### src/rtl/alu_pkg.sv
// Shared ALU definitions: opcode encodings, response flag bit positions and
// the sequencer FSM state encoding.
package alu_pkg;

    localparam int OPW = 3;

    localparam logic [OPW-1:0] OP_ADDU = 3'd0;
    localparam logic [OPW-1:0] OP_ADD  = 3'd1;
    localparam logic [OPW-1:0] OP_SUBU = 3'd2;
    localparam logic [OPW-1:0] OP_SUB  = 3'd3;
    localparam logic [OPW-1:0] OP_AND  = 3'd4;
    localparam logic [OPW-1:0] OP_OR   = 3'd5;
    localparam logic [OPW-1:0] OP_XOR  = 3'd6;
    localparam logic [OPW-1:0] OP_SHR1 = 3'd7;

    // Bit positions inside rsp_flags = {carryout, overflow, zero}
    localparam int FLG_CARRY = 2;
    localparam int FLG_OVF   = 1;
    localparam int FLG_ZERO  = 0;

    typedef enum logic [1:0] {
        ST_IDLE    = 2'd0,
        ST_ISSUE   = 2'd1,
        ST_CAPTURE = 2'd2,
        ST_RESP    = 2'd3
    } seq_state_t;

endpackage

### src/rtl/alu_op_sequencer_if.sv
// Command/response handshake bundle between the core side (master) and the
// ALU op sequencer (slave).
interface alu_op_sequencer_if
    import alu_pkg::*;
#(
    parameter int NUMBITS = 16
) ();

    logic               cmd_valid;
    logic               cmd_ready;
    logic [NUMBITS-1:0] cmd_a;
    logic [NUMBITS-1:0] cmd_b;
    logic [OPW-1:0]     cmd_op;

    logic               rsp_valid;
    logic               rsp_ready;
    logic [NUMBITS-1:0] rsp_result;
    logic [2:0]         rsp_flags;

    modport master (
        output cmd_valid, cmd_a, cmd_b, cmd_op, rsp_ready,
        input  cmd_ready, rsp_valid, rsp_result, rsp_flags
    );

    modport slave (
        input  cmd_valid, cmd_a, cmd_b, cmd_op, rsp_ready,
        output cmd_ready, rsp_valid, rsp_result, rsp_flags
    );

endinterface

### src/rtl/alu_op_sequencer.sv
// Front end for the registered ALU: accepts one command at a time, drives the
// ALU operand/opcode registers, captures the ALU's registered outputs two
// edges after accept and holds them on the response port until consumed.
// Also keeps sticky carry/overflow and a wrapping completed-op counter.
module alu_op_sequencer
    import alu_pkg::*;
#(
    parameter int NUMBITS  = 16,
    parameter int CNT_BITS = 16
) (
    input  logic                clk,
    input  logic                reset,
    alu_op_sequencer_if.slave   bus,
    output logic [NUMBITS-1:0]  alu_a,
    output logic [NUMBITS-1:0]  alu_b,
    output logic [OPW-1:0]      alu_opcode,
    input  logic [NUMBITS-1:0]  alu_result,
    input  logic                alu_carryout,
    input  logic                alu_overflow,
    input  logic                alu_zero,
    input  logic                clr_sticky,
    output logic                sticky_carry,
    output logic                sticky_ovf,
    output logic [CNT_BITS-1:0] op_count
);

    seq_state_t         state;
    logic               rsp_valid;
    logic [NUMBITS-1:0] rsp_result;
    logic [2:0]         rsp_flags;
    logic               capture;

    // Only IDLE takes commands; decoded straight from the state register
    assign bus.cmd_ready  = (state == ST_IDLE);
    assign bus.rsp_valid  = rsp_valid;
    assign bus.rsp_result = rsp_result;
    assign bus.rsp_flags  = rsp_flags;

    assign capture = (state == ST_CAPTURE);

    // Sequencer FSM with all datapath/status outputs registered
    always_ff @(posedge clk) begin
        if (reset) begin
            state        <= ST_IDLE;
            alu_a        <= '0;
            alu_b        <= '0;
            alu_opcode   <= '0;
            rsp_valid    <= 1'b0;
            rsp_result   <= '0;
            rsp_flags    <= '0;
            sticky_carry <= 1'b0;
            sticky_ovf   <= 1'b0;
            op_count     <= '0;
        end else begin
            // Clear first, then OR in this edge's capture so a coincident set wins
            sticky_carry <= (sticky_carry & ~clr_sticky) | (capture & alu_carryout);
            sticky_ovf   <= (sticky_ovf   & ~clr_sticky) | (capture & alu_overflow);

            case (state)
                ST_IDLE: begin
                    if (bus.cmd_valid) begin
                        alu_a      <= bus.cmd_a;
                        alu_b      <= bus.cmd_b;
                        alu_opcode <= bus.cmd_op;
                        state      <= ST_ISSUE;
                    end
                end
                // Operands are stable this cycle; the ALU registers at the closing edge
                ST_ISSUE: state <= ST_CAPTURE;
                ST_CAPTURE: begin
                    rsp_result           <= alu_result;
                    rsp_flags[FLG_CARRY] <= alu_carryout;
                    rsp_flags[FLG_OVF]   <= alu_overflow;
                    rsp_flags[FLG_ZERO]  <= alu_zero;
                    rsp_valid            <= 1'b1;
                    op_count             <= op_count + 1'b1;
                    state                <= ST_RESP;
                end
                ST_RESP: begin
                    if (bus.rsp_ready) begin
                        rsp_valid <= 1'b0;
                        state     <= ST_IDLE;
                    end
                end
                default: state <= ST_IDLE;
            endcase
        end
    end

endmodule

### src/flat_wrapper.sv
// flat-port wrapper written by rule: the top's interface ports become plain ports
module alu_op_sequencer_flat import alu_pkg::*;
#(
    parameter int NUMBITS  = 16,
    parameter int CNT_BITS = 16
)
  (clk, reset, alu_a, alu_b, alu_opcode, alu_result, alu_carryout, alu_overflow, alu_zero, clr_sticky, sticky_carry, sticky_ovf, op_count, bus_cmd_valid, bus_cmd_a, bus_cmd_b, bus_cmd_op, bus_rsp_ready, bus_cmd_ready, bus_rsp_valid, bus_rsp_result, bus_rsp_flags);
  alu_op_sequencer_if #(.NUMBITS(NUMBITS)) bus_i ();
  input  logic clk;
  input  logic reset;
  output logic [NUMBITS-1:0] alu_a;
  output logic [NUMBITS-1:0] alu_b;
  output logic [OPW-1:0] alu_opcode;
  input  logic [NUMBITS-1:0] alu_result;
  input  logic alu_carryout;
  input  logic alu_overflow;
  input  logic alu_zero;
  input  logic clr_sticky;
  output logic sticky_carry;
  output logic sticky_ovf;
  output logic [CNT_BITS-1:0] op_count;
  input wire logic [$bits(bus_i.cmd_valid)-1:0] bus_cmd_valid;
  input wire logic [$bits(bus_i.cmd_a)-1:0] bus_cmd_a;
  input wire logic [$bits(bus_i.cmd_b)-1:0] bus_cmd_b;
  input wire logic [$bits(bus_i.cmd_op)-1:0] bus_cmd_op;
  input wire logic [$bits(bus_i.rsp_ready)-1:0] bus_rsp_ready;
  output wire logic [$bits(bus_i.cmd_ready)-1:0] bus_cmd_ready;
  output wire logic [$bits(bus_i.rsp_valid)-1:0] bus_rsp_valid;
  output wire logic [$bits(bus_i.rsp_result)-1:0] bus_rsp_result;
  output wire logic [$bits(bus_i.rsp_flags)-1:0] bus_rsp_flags;
  assign bus_i.cmd_valid = bus_cmd_valid;
  assign bus_i.cmd_a = bus_cmd_a;
  assign bus_i.cmd_b = bus_cmd_b;
  assign bus_i.cmd_op = bus_cmd_op;
  assign bus_i.rsp_ready = bus_rsp_ready;
  assign bus_cmd_ready = bus_i.cmd_ready;
  assign bus_rsp_valid = bus_i.rsp_valid;
  assign bus_rsp_result = bus_i.rsp_result;
  assign bus_rsp_flags = bus_i.rsp_flags;
  alu_op_sequencer #(.NUMBITS(NUMBITS), .CNT_BITS(CNT_BITS)) u_core (.clk(clk), .reset(reset), .bus(bus_i), .alu_a(alu_a), .alu_b(alu_b), .alu_opcode(alu_opcode), .alu_result(alu_result), .alu_carryout(alu_carryout), .alu_overflow(alu_overflow), .alu_zero(alu_zero), .clr_sticky(clr_sticky), .sticky_carry(sticky_carry), .sticky_ovf(sticky_ovf), .op_count(op_count));
endmodule
### config.mk
export PLATFORM = sky130hd
export DESIGN_NAME = alu_op_sequencer_flat
export DESIGN_NICKNAME = d
export VERILOG_FILES = /design/src/rtl/alu_pkg.sv /design/src/rtl/alu_op_sequencer_if.sv /design/src/rtl/alu_op_sequencer.sv /design/src/flat_wrapper.sv
export SDC_FILE = /design/constraint.sdc
export NUM_CORES = 1
export LEC_CHECK = 0
export ABC_AREA = 1
export CAP_MARGIN = 30
export CORE_MARGIN = 2
export CORE_UTILIZATION = 38
export CTS_BUF_LIST = sky130_fd_sc_hd__clkbuf_2 sky130_fd_sc_hd__clkbuf_4 sky130_fd_sc_hd__clkbuf_8
export DETAILED_ROUTE_END_ITERATION = 16
export PLACE_DENSITY = 0.88
export RECOVER_POWER = 25
export SLEW_MARGIN = 20
export SYNTH_ARGS = -nofsm -noshare
export SYNTH_HDL_FRONTEND = slang
export SYNTH_SLANG_ARGS = --single-unit
### constraint.sdc
create_clock -name clk -period 1.2 [get_ports clk]
set_input_delay 0.24 -clock clk [delete_from_list [all_inputs] [get_ports clk]]
set_output_delay 0.24 -clock clk [all_outputs]
set_load 0.05 [all_outputs]
==> results of run 1 <==
[what timing repair did]
item	4_1_cts	5_1_grt
gates cloned	7	5
setup buffers	13	19
endpoints found under the setup margin	56	80
pin swaps	11	22
resized for setup	78	110
[final cells by class]
type	instances	area, um2	share of cell area (%)
Clock buffer	12	153	2.37
Sequential cell	75	1560	24.1
Clock inverter	4	48.8	0.757
Timing Repair inverter	6	93.8	1.46
Multi-Input combinational cell	268	1660	25.8
Inverter	23	111	1.73
Timing Repair Buffer	183	2700	41.8
Tap cell	99	124	1.92
[layer usage]
layer	GRT usage (%)	up-vias	wire length (um)
met2	45.7	160	6860
li1	-	1600	-
met5	0	-	0
met3	7.68	46	850
met1	27.7	1731	4650
met4	12.5	0	574
[through the flow]
step	area, um2	total power (W)
after floorplan	2990	0.00722
after global placement	5250	0.0108
after detailed placement	5250	0.0110
after CTS	5870	0.0140
after global routing	6440	0.0160
final	6440	0.0154
[cell usage in the layout (no fill, tap or decap), types with 3 or more instances in the layout]
| master | synthesis | routed |
|---|---|---|
| sky130_fd_sc_hd__inv_4 | 0 | 4 |
| sky130_fd_sc_hd__nand4_1 | 3 | 3 |
| sky130_fd_sc_hd__inv_1 | 20 | 13 |
| sky130_fd_sc_hd__nor2_1 | 130 | 93 |
| sky130_fd_sc_hd__o21ai_1 | 0 | 20 |
| sky130_fd_sc_hd__buf_4 | 1 | 21 |
| sky130_fd_sc_hd__dfxtp_1 | 75 | 52 |
| sky130_fd_sc_hd__clkdlybuf4s50_1 | 0 | 57 |
| sky130_fd_sc_hd__dfxtp_2 | 0 | 13 |
| sky130_fd_sc_hd__ha_4 | 0 | 4 |
| sky130_fd_sc_hd__buf_16 | 0 | 3 |
| sky130_fd_sc_hd__clkbuf_8 | 0 | 10 |
| sky130_fd_sc_hd__o21ai_2 | 0 | 13 |
| sky130_fd_sc_hd__nor2_4 | 0 | 14 |
| sky130_fd_sc_hd__nand2_1 | 36 | 32 |
| sky130_fd_sc_hd__buf_12 | 0 | 82 |
| sky130_fd_sc_hd__nand3_2 | 0 | 5 |
| sky130_fd_sc_hd__a21oi_2 | 0 | 4 |
| sky130_fd_sc_hd__inv_2 | 2 | 5 |
| sky130_fd_sc_hd__nand3_1 | 11 | 4 |
| sky130_fd_sc_hd__buf_6 | 0 | 16 |
| sky130_fd_sc_hd__a21oi_1 | 13 | 9 |
| sky130_fd_sc_hd__dfxtp_4 | 0 | 10 |
| sky130_fd_sc_hd__o21ai_0 | 58 | 21 |
| sky130_fd_sc_hd__nor2_2 | 1 | 24 |
| sky130_fd_sc_hd__o21ai_4 | 0 | 4 |
| sky130_fd_sc_hd__nand2_2 | 2 | 3 |
[report_power, final]
group	total, W	switching, W	internal (W)
clock	0.00202	0.000950	0.00106
sequential	0.00405	0.000867	0.00318
combinational	0.00935	0.00484	0.00451
[Yosys cell counts (all sizes together)]
cell type	instances
nor2	131
dfxtp	75
o21ai	58
nand2	38
inv	22
a21oi	13
buf	11
nand3	11
clkbuf	8
ha	4
nor3	4
nand4	3
a211oi	1
a22oi	1
clkinv	1
o21bai	1
o22ai	1
xnor2	1
[path summary, 6_finish.rpt]
path | to | cells past startpoint | startpoint | slack [ps]
min reg2reg | u_core.bus.rsp_flags[1]$_SDFFE_PP0P_ | 2 | u_core.bus.rsp_flags[1]$_SDFFE_PP0P_ | 510
max reg2reg | u_core.alu_a[9]$_SDFFE_PP0P_ | 7 | u_core.state[1]$_SDFFE_PP0P_ | -240
min | u_core.bus.rsp_flags[0]$_SDFFE_PP0P_ | 3 | alu_zero | 490
max | u_core.alu_a[9]$_SDFFE_PP0P_ | 7 | u_core.state[1]$_SDFFE_PP0P_ | -240
[state kept, by name, summed over array words and instances, names as in the netlist]
name                   flops
u_core.op_count           16
u_core.bus.rsp_result     16
u_core.sticky_carry        1
u_core.state               2
u_core.alu_a              16
u_core.alu_opcode          3
u_core.alu_b              16
u_core.bus.rsp_valid       1
u_core.sticky_ovf          1
u_core.bus.rsp_flags       3
[cells by family after synthesis]
group / synth area share [%]
and+or+nand+nor: 26.0
AOI/OAI and AO/OA: 13.5
DFF: 52.3
buffers and inverters: 6.06
adders and majority gates: 1.74
xor gates and xnor gates: 0.305
[worst max-delay path: cells and delay by family, from the launching register on]
kind                     cells  cell delay [ps]
AO/OA/AOI/OAI                1              250
adder cells (fa/ha/maj)      1              150
buffers and inverters        3              410
flip-flops                   1              330
AND/OR/NAND/NOR              2              180
==> impl_metrics.ini, run 1 <==
[placement]
dp_hpwl_um = 6610
dp_worst_setup_slack_ps = -262
io_buffers = 132
numPlacedInstances = 613
routabilityCongestion = 0.747

[sta]
fin_hold_ws_ps = 491
final_hold_viol_count = 0
final.period_utilization_pct = 120
fmax_mhz = 693
timing.final.crit_period_ps = 1440
transition_time_at_the_pin_with_the_least_slew_margin_ps = 476
tns_ps = -10060
final.setup.worst_slack_ps = -243
setup_viol = 79
slew_viol_final = 0
rsz0062_at_grt = yes
clock-skew-final_ps = 16.6
max-slew-margin-rel_pct = 68.3

[clock_tree]
cts_buffers = 9
clockRootBuffer = sky130_fd_sc_hd__clkbuf_8
tritoncts_clock_tree = yes
clkSinkCount = 75
post_cts_clock_slew_at_the_launch_and_capture_registers_of_the_worst_setup_and_hold_paths_ps = 80
clk_path_buf_depth = 2
cts_hold_buf = 0
cts-htree-levels = 3
clock_insertion_delay_worst_skew_ps = 340

[setup_path]
worst_ep_required_time_ps = 1410
crit_fanout = 5
crit_path_max_cell_delay_ps = 330
slowest_stage = sky130_fd_sc_hd__dfxtp_2
crit_path_cell_trace = inv_2 > ha_4 > buf_8 > nand2_8 > buf_16 > o21ai_0 > nor2_1
crit_arrival_ps = 1660
critical_path.endpoint_type = register
crit_path_start_kind = register
timing.setup.critical_path_class = register to register

[die]
die_area_um2 = 8260
initial_utilization_pct = 39.3
dieHeight_um = 90.9
num_io_pins = 133
std_cell_rows = 31
area_inside_the_core_boundary_um2 = 7290
floorplan.die.width_um = 90.9

[detailed_routing]
wl_per_cell_um = 19.3
detail_route.drc_violations = 0
drt_iter0_markers = 174
avgViaCountPerCell = 5.28
ant_nets = 0
total_routed_length_um = 12900
route.vias.total = 3537
drtPass1Iterations = 4

[synth]
synthesis.nets = 447
synth_seq_area_share_pct = 52.3
synth_area_leader_cell = sky130_fd_sc_hd__dfxtp_1
synthesized_area_per_cell_um2 = 7.47
synth.top_cells.by_area = sky130_fd_sc_hd__dfxtp_1, sky130_fd_sc_hd__nor2_1, sky130_fd_sc_hd__o21ai_0
syn-cell-area_um2 = 2870
synthDominantCellAreaShare_pct = 52.3
postSynthCellCount = 384
yosys_warnings = 0
ys_types = 23
yosys_register_bits = 75

[global_route]
wire_length_of_the_first_global_routing_pass_um = 17100
number_of_antenna_violations_at_the_first_check_in_global_routing = 0
gr-usage-all-layers_pct = 25.7
grt_pass1_vias = 3465
globalRoute.totalOverflow = 0
maximum_number_of_pins_on_one_net_before_global_route_repair = 36

[power]
max-vdd-ir-drop_uv = 1510
leakage_nw = 2.64
power_per_cell_area_nw_per_um2 = 2390

[status]
outcome = finished with violations
failed_checks = negative setup slack

[cells_and_area]
syn_to_final_growth_pct = 125
num-fill-cells = 318
final_core_utilization_pct = 88.4
final_net_count = 629
drive_above_1_share_pct = 46.2
final-instance-count-excl-fill = 670
antenna_cells = 0

[min_path]
hold_path_class = input pin to register

[run]
maxCapViolCount = 0
(Power assumes the default switching activity.)
==> run 2, diff against run 1 <==
CORE_MARGIN = unset   (was 2)
==> impl_metrics.ini, run 2 (same netlist as run 1, synthesis figures left out) <==
[power]
share_clk_of_total_power_pct = 13.6
leakage_nw = 2.66
share_comb_of_total_power_pct = 60.5
netSwitchingPower_w = 0.00711
internal_power_w = 0.00904
power_per_cell_area_nw_per_um2 = 2450
sw_share_pct = 44.0
seq_power_share_pct = 25.9
max-vdd-ir-drop_uv = 1810

[global_route]
gr-usage-all-layers_pct = 30.0
number_of_antenna_violations_at_the_first_check_in_global_routing = 0
wire_length_of_the_first_global_routing_pass_um = 17500
grt_pass1_vias = 3474
globalRoute.totalOverflow = 0
maximum_number_of_pins_on_one_net_before_global_route_repair = 41

[clock_tree]
cts_buffers = 9
cts-htree-levels = 3
clkSinkCount = 75
cts_hold_buf = 0
tritoncts_clock_tree = yes
clock_insertion_delay_worst_skew_ps = 350
clockRootBuffer = sky130_fd_sc_hd__clkbuf_8
clk_path_buf_depth = 2
post_cts_clock_slew_at_the_launch_and_capture_registers_of_the_worst_setup_and_hold_paths_ps = 80

[sta]
max-slew-margin-rel_pct = 79.3
setup_viol = 77
transition_time_at_the_pin_with_the_least_slew_margin_ps = 311
fin_hold_ws_ps = 473
timing.final.crit_period_ps = 1500
fmax_mhz = 666
final.period_utilization_pct = 125
rsz0062_at_grt = yes
final_hold_viol_count = 0
slew_viol_final = 0
final.setup.worst_slack_ps = -301
clock-skew-final_ps = 6.07

[die]
num_io_pins = 133
die_area_um2 = 7900
std_cell_rows = 31
initial_utilization_pct = 39.3
floorplan.die.width_um = 88.9
dieHeight_um = 88.9
area_inside_the_core_boundary_um2 = 7290

[setup_path]
crit_arrival_ps = 1790
r2r_cells = 10
timing.reg2reg.setup_slack_ps = -300
crit_fanout = 6
critical_path.reg2reg.startpoint = u_core.state[1]$_SDFFE_PP0P_
crit_path_start_kind = register
worst_ep_required_time_ps = 1490
rr_endpoint = u_core.op_count[7]$_SDFFE_PP0P_
timing.setup.critical_path_class = register to register
critical_path.endpoint_type = register

[cells_and_area]
drive_above_1_share_pct = 55.7
final-instance-count-excl-fill = 665
fin_area_um2 = 6580
final_net_count = 624
mostFrequentLayoutCells = sky130_fd_sc_hd__buf_12, sky130_fd_sc_hd__nor2_1, sky130_fd_sc_hd__clkdlybuf4s50_1
layout_commonest_cell = sky130_fd_sc_hd__buf_12
antenna_cells = 0
syn_to_final_growth_pct = 129

[detailed_routing]
drt_iter0_markers = 211
avgViaCountPerCell = 5.43
total_routed_length_um = 14500
route.vias.total = 3612
detail_route.drc_violations = 0
drtPass1Iterations = 7
ant_nets = 0
wl_per_cell_um = 21.8

[placement]
routabilityCongestion = 0.768
io_buffers = 132
dpl-instance-area_um2 = 5240
dp_hpwl_um = 6640
dp_worst_setup_slack_ps = -307
numPlacedInstances = 613

[status]
failed_checks = negative setup slack
outcome = finished with violations

[run]
maxCapViolCount = 0

[min_path]
timing.hold.worst_endpoint = u_core.bus.rsp_result[11]$_SDFFE_PP0P_
hold_path_class = input pin to register
whs_path_depth = 3
timing.hold.worst.start = alu_result[11]
-- run 2: final cells by class --
class	count	area [um2]
clock buffer	10	131
clock inverter	6	90.1
fill	262	709
inverter	23	130
multi-input combinational	267	1830
sequential	75	1580
tap	99	124
timing repair buffer	179	2590
timing repair inverter	6	104
-- run 2: worst max-delay path by stage --
| stage | cells past startpoint | slack (ps) | endpoint | from |
|---|---|---|---|---|
| detailed placement | 5 | -310 | u_core.alu_b[3]$_SDFFE_PP0P_ | bus_cmd_valid |
| floorplan | 7 | -20 | u_core.state[0]$_SDFFE_PP0P_ | u_core.state[0]$_SDFFE_PP0P_ |
| finish | 10 | -300 | u_core.op_count[7]$_SDFFE_PP0P_ | u_core.state[1]$_SDFFE_PP0P_ |
| global route | 10 | -360 | u_core.op_count[7]$_SDFFE_PP0P_ | u_core.state[1]$_SDFFE_PP0P_ |
| CTS | 4 | -210 | bus_cmd_ready | u_core.state[0]$_SDFFE_PP0P_ |
| global placement | 5 | -170 | u_core.alu_b[9]$_SDFFE_PP0P_ | bus_cmd_valid |
-- run 2: repair_timing --
action,4_1_cts,5_1_grt
pin swaps,30,35
setup buffers,12,11
setup endpoints to repair,62,88
hold endpoints to repair,0,0
resized for setup,138,138
cloned,7,7
-- run 2: critical path, stage by stage (launching register included) --
cell	delay (ps)
sky130_fd_sc_hd__dfxtp_4	360
sky130_fd_sc_hd__buf_6	100
sky130_fd_sc_hd__ha_4	180
sky130_fd_sc_hd__buf_12	120
sky130_fd_sc_hd__buf_12	100
sky130_fd_sc_hd__inv_12	30
sky130_fd_sc_hd__nor2_4	140
sky130_fd_sc_hd__nand2_4	100
sky130_fd_sc_hd__o21bai_2	140
sky130_fd_sc_hd__inv_1	60
sky130_fd_sc_hd__nor2_1	90
-- run 2: layer usage --
metal / GRT usage [%] / vias to the layer above / wire (um) / part of all wire, %
li1: - / 1593 / - / -
met3: 9.14 / 66 / 1160 / 8.0
met5: 0 / - / 0 / 0
met4: 16.0 / 0 / 775 / 5.4
met2: 56.2 / 220 / 7650 / 53
met1: 29.6 / 1733 / 4880 / 34
-- run 2: through the flow --
stage          total power [W]  TNS [ps]  utilization, %
3_3_place_gp            0.0108     -6660            71.9
6_report                0.0161    -14580            90.3
2_1_floorplan          0.00722      -500               -
4_1_cts                 0.0145     -5720            83.6
3_5_place_dp            0.0110    -10250            71.9
5_1_grt                 0.0166    -17440            90.3
-- run 2: power groups by stage --
stage	combinational [W]	sequential (W)	clock (W)
finish	0.00976	0.00419	0.00220
global route	0.0101	0.00424	0.00230
CTS	0.00839	0.00394	0.00218
detailed placement	0.00708	0.00395	0
global placement	0.00691	0.00389	0
floorplan	0.00144	0.00578	0
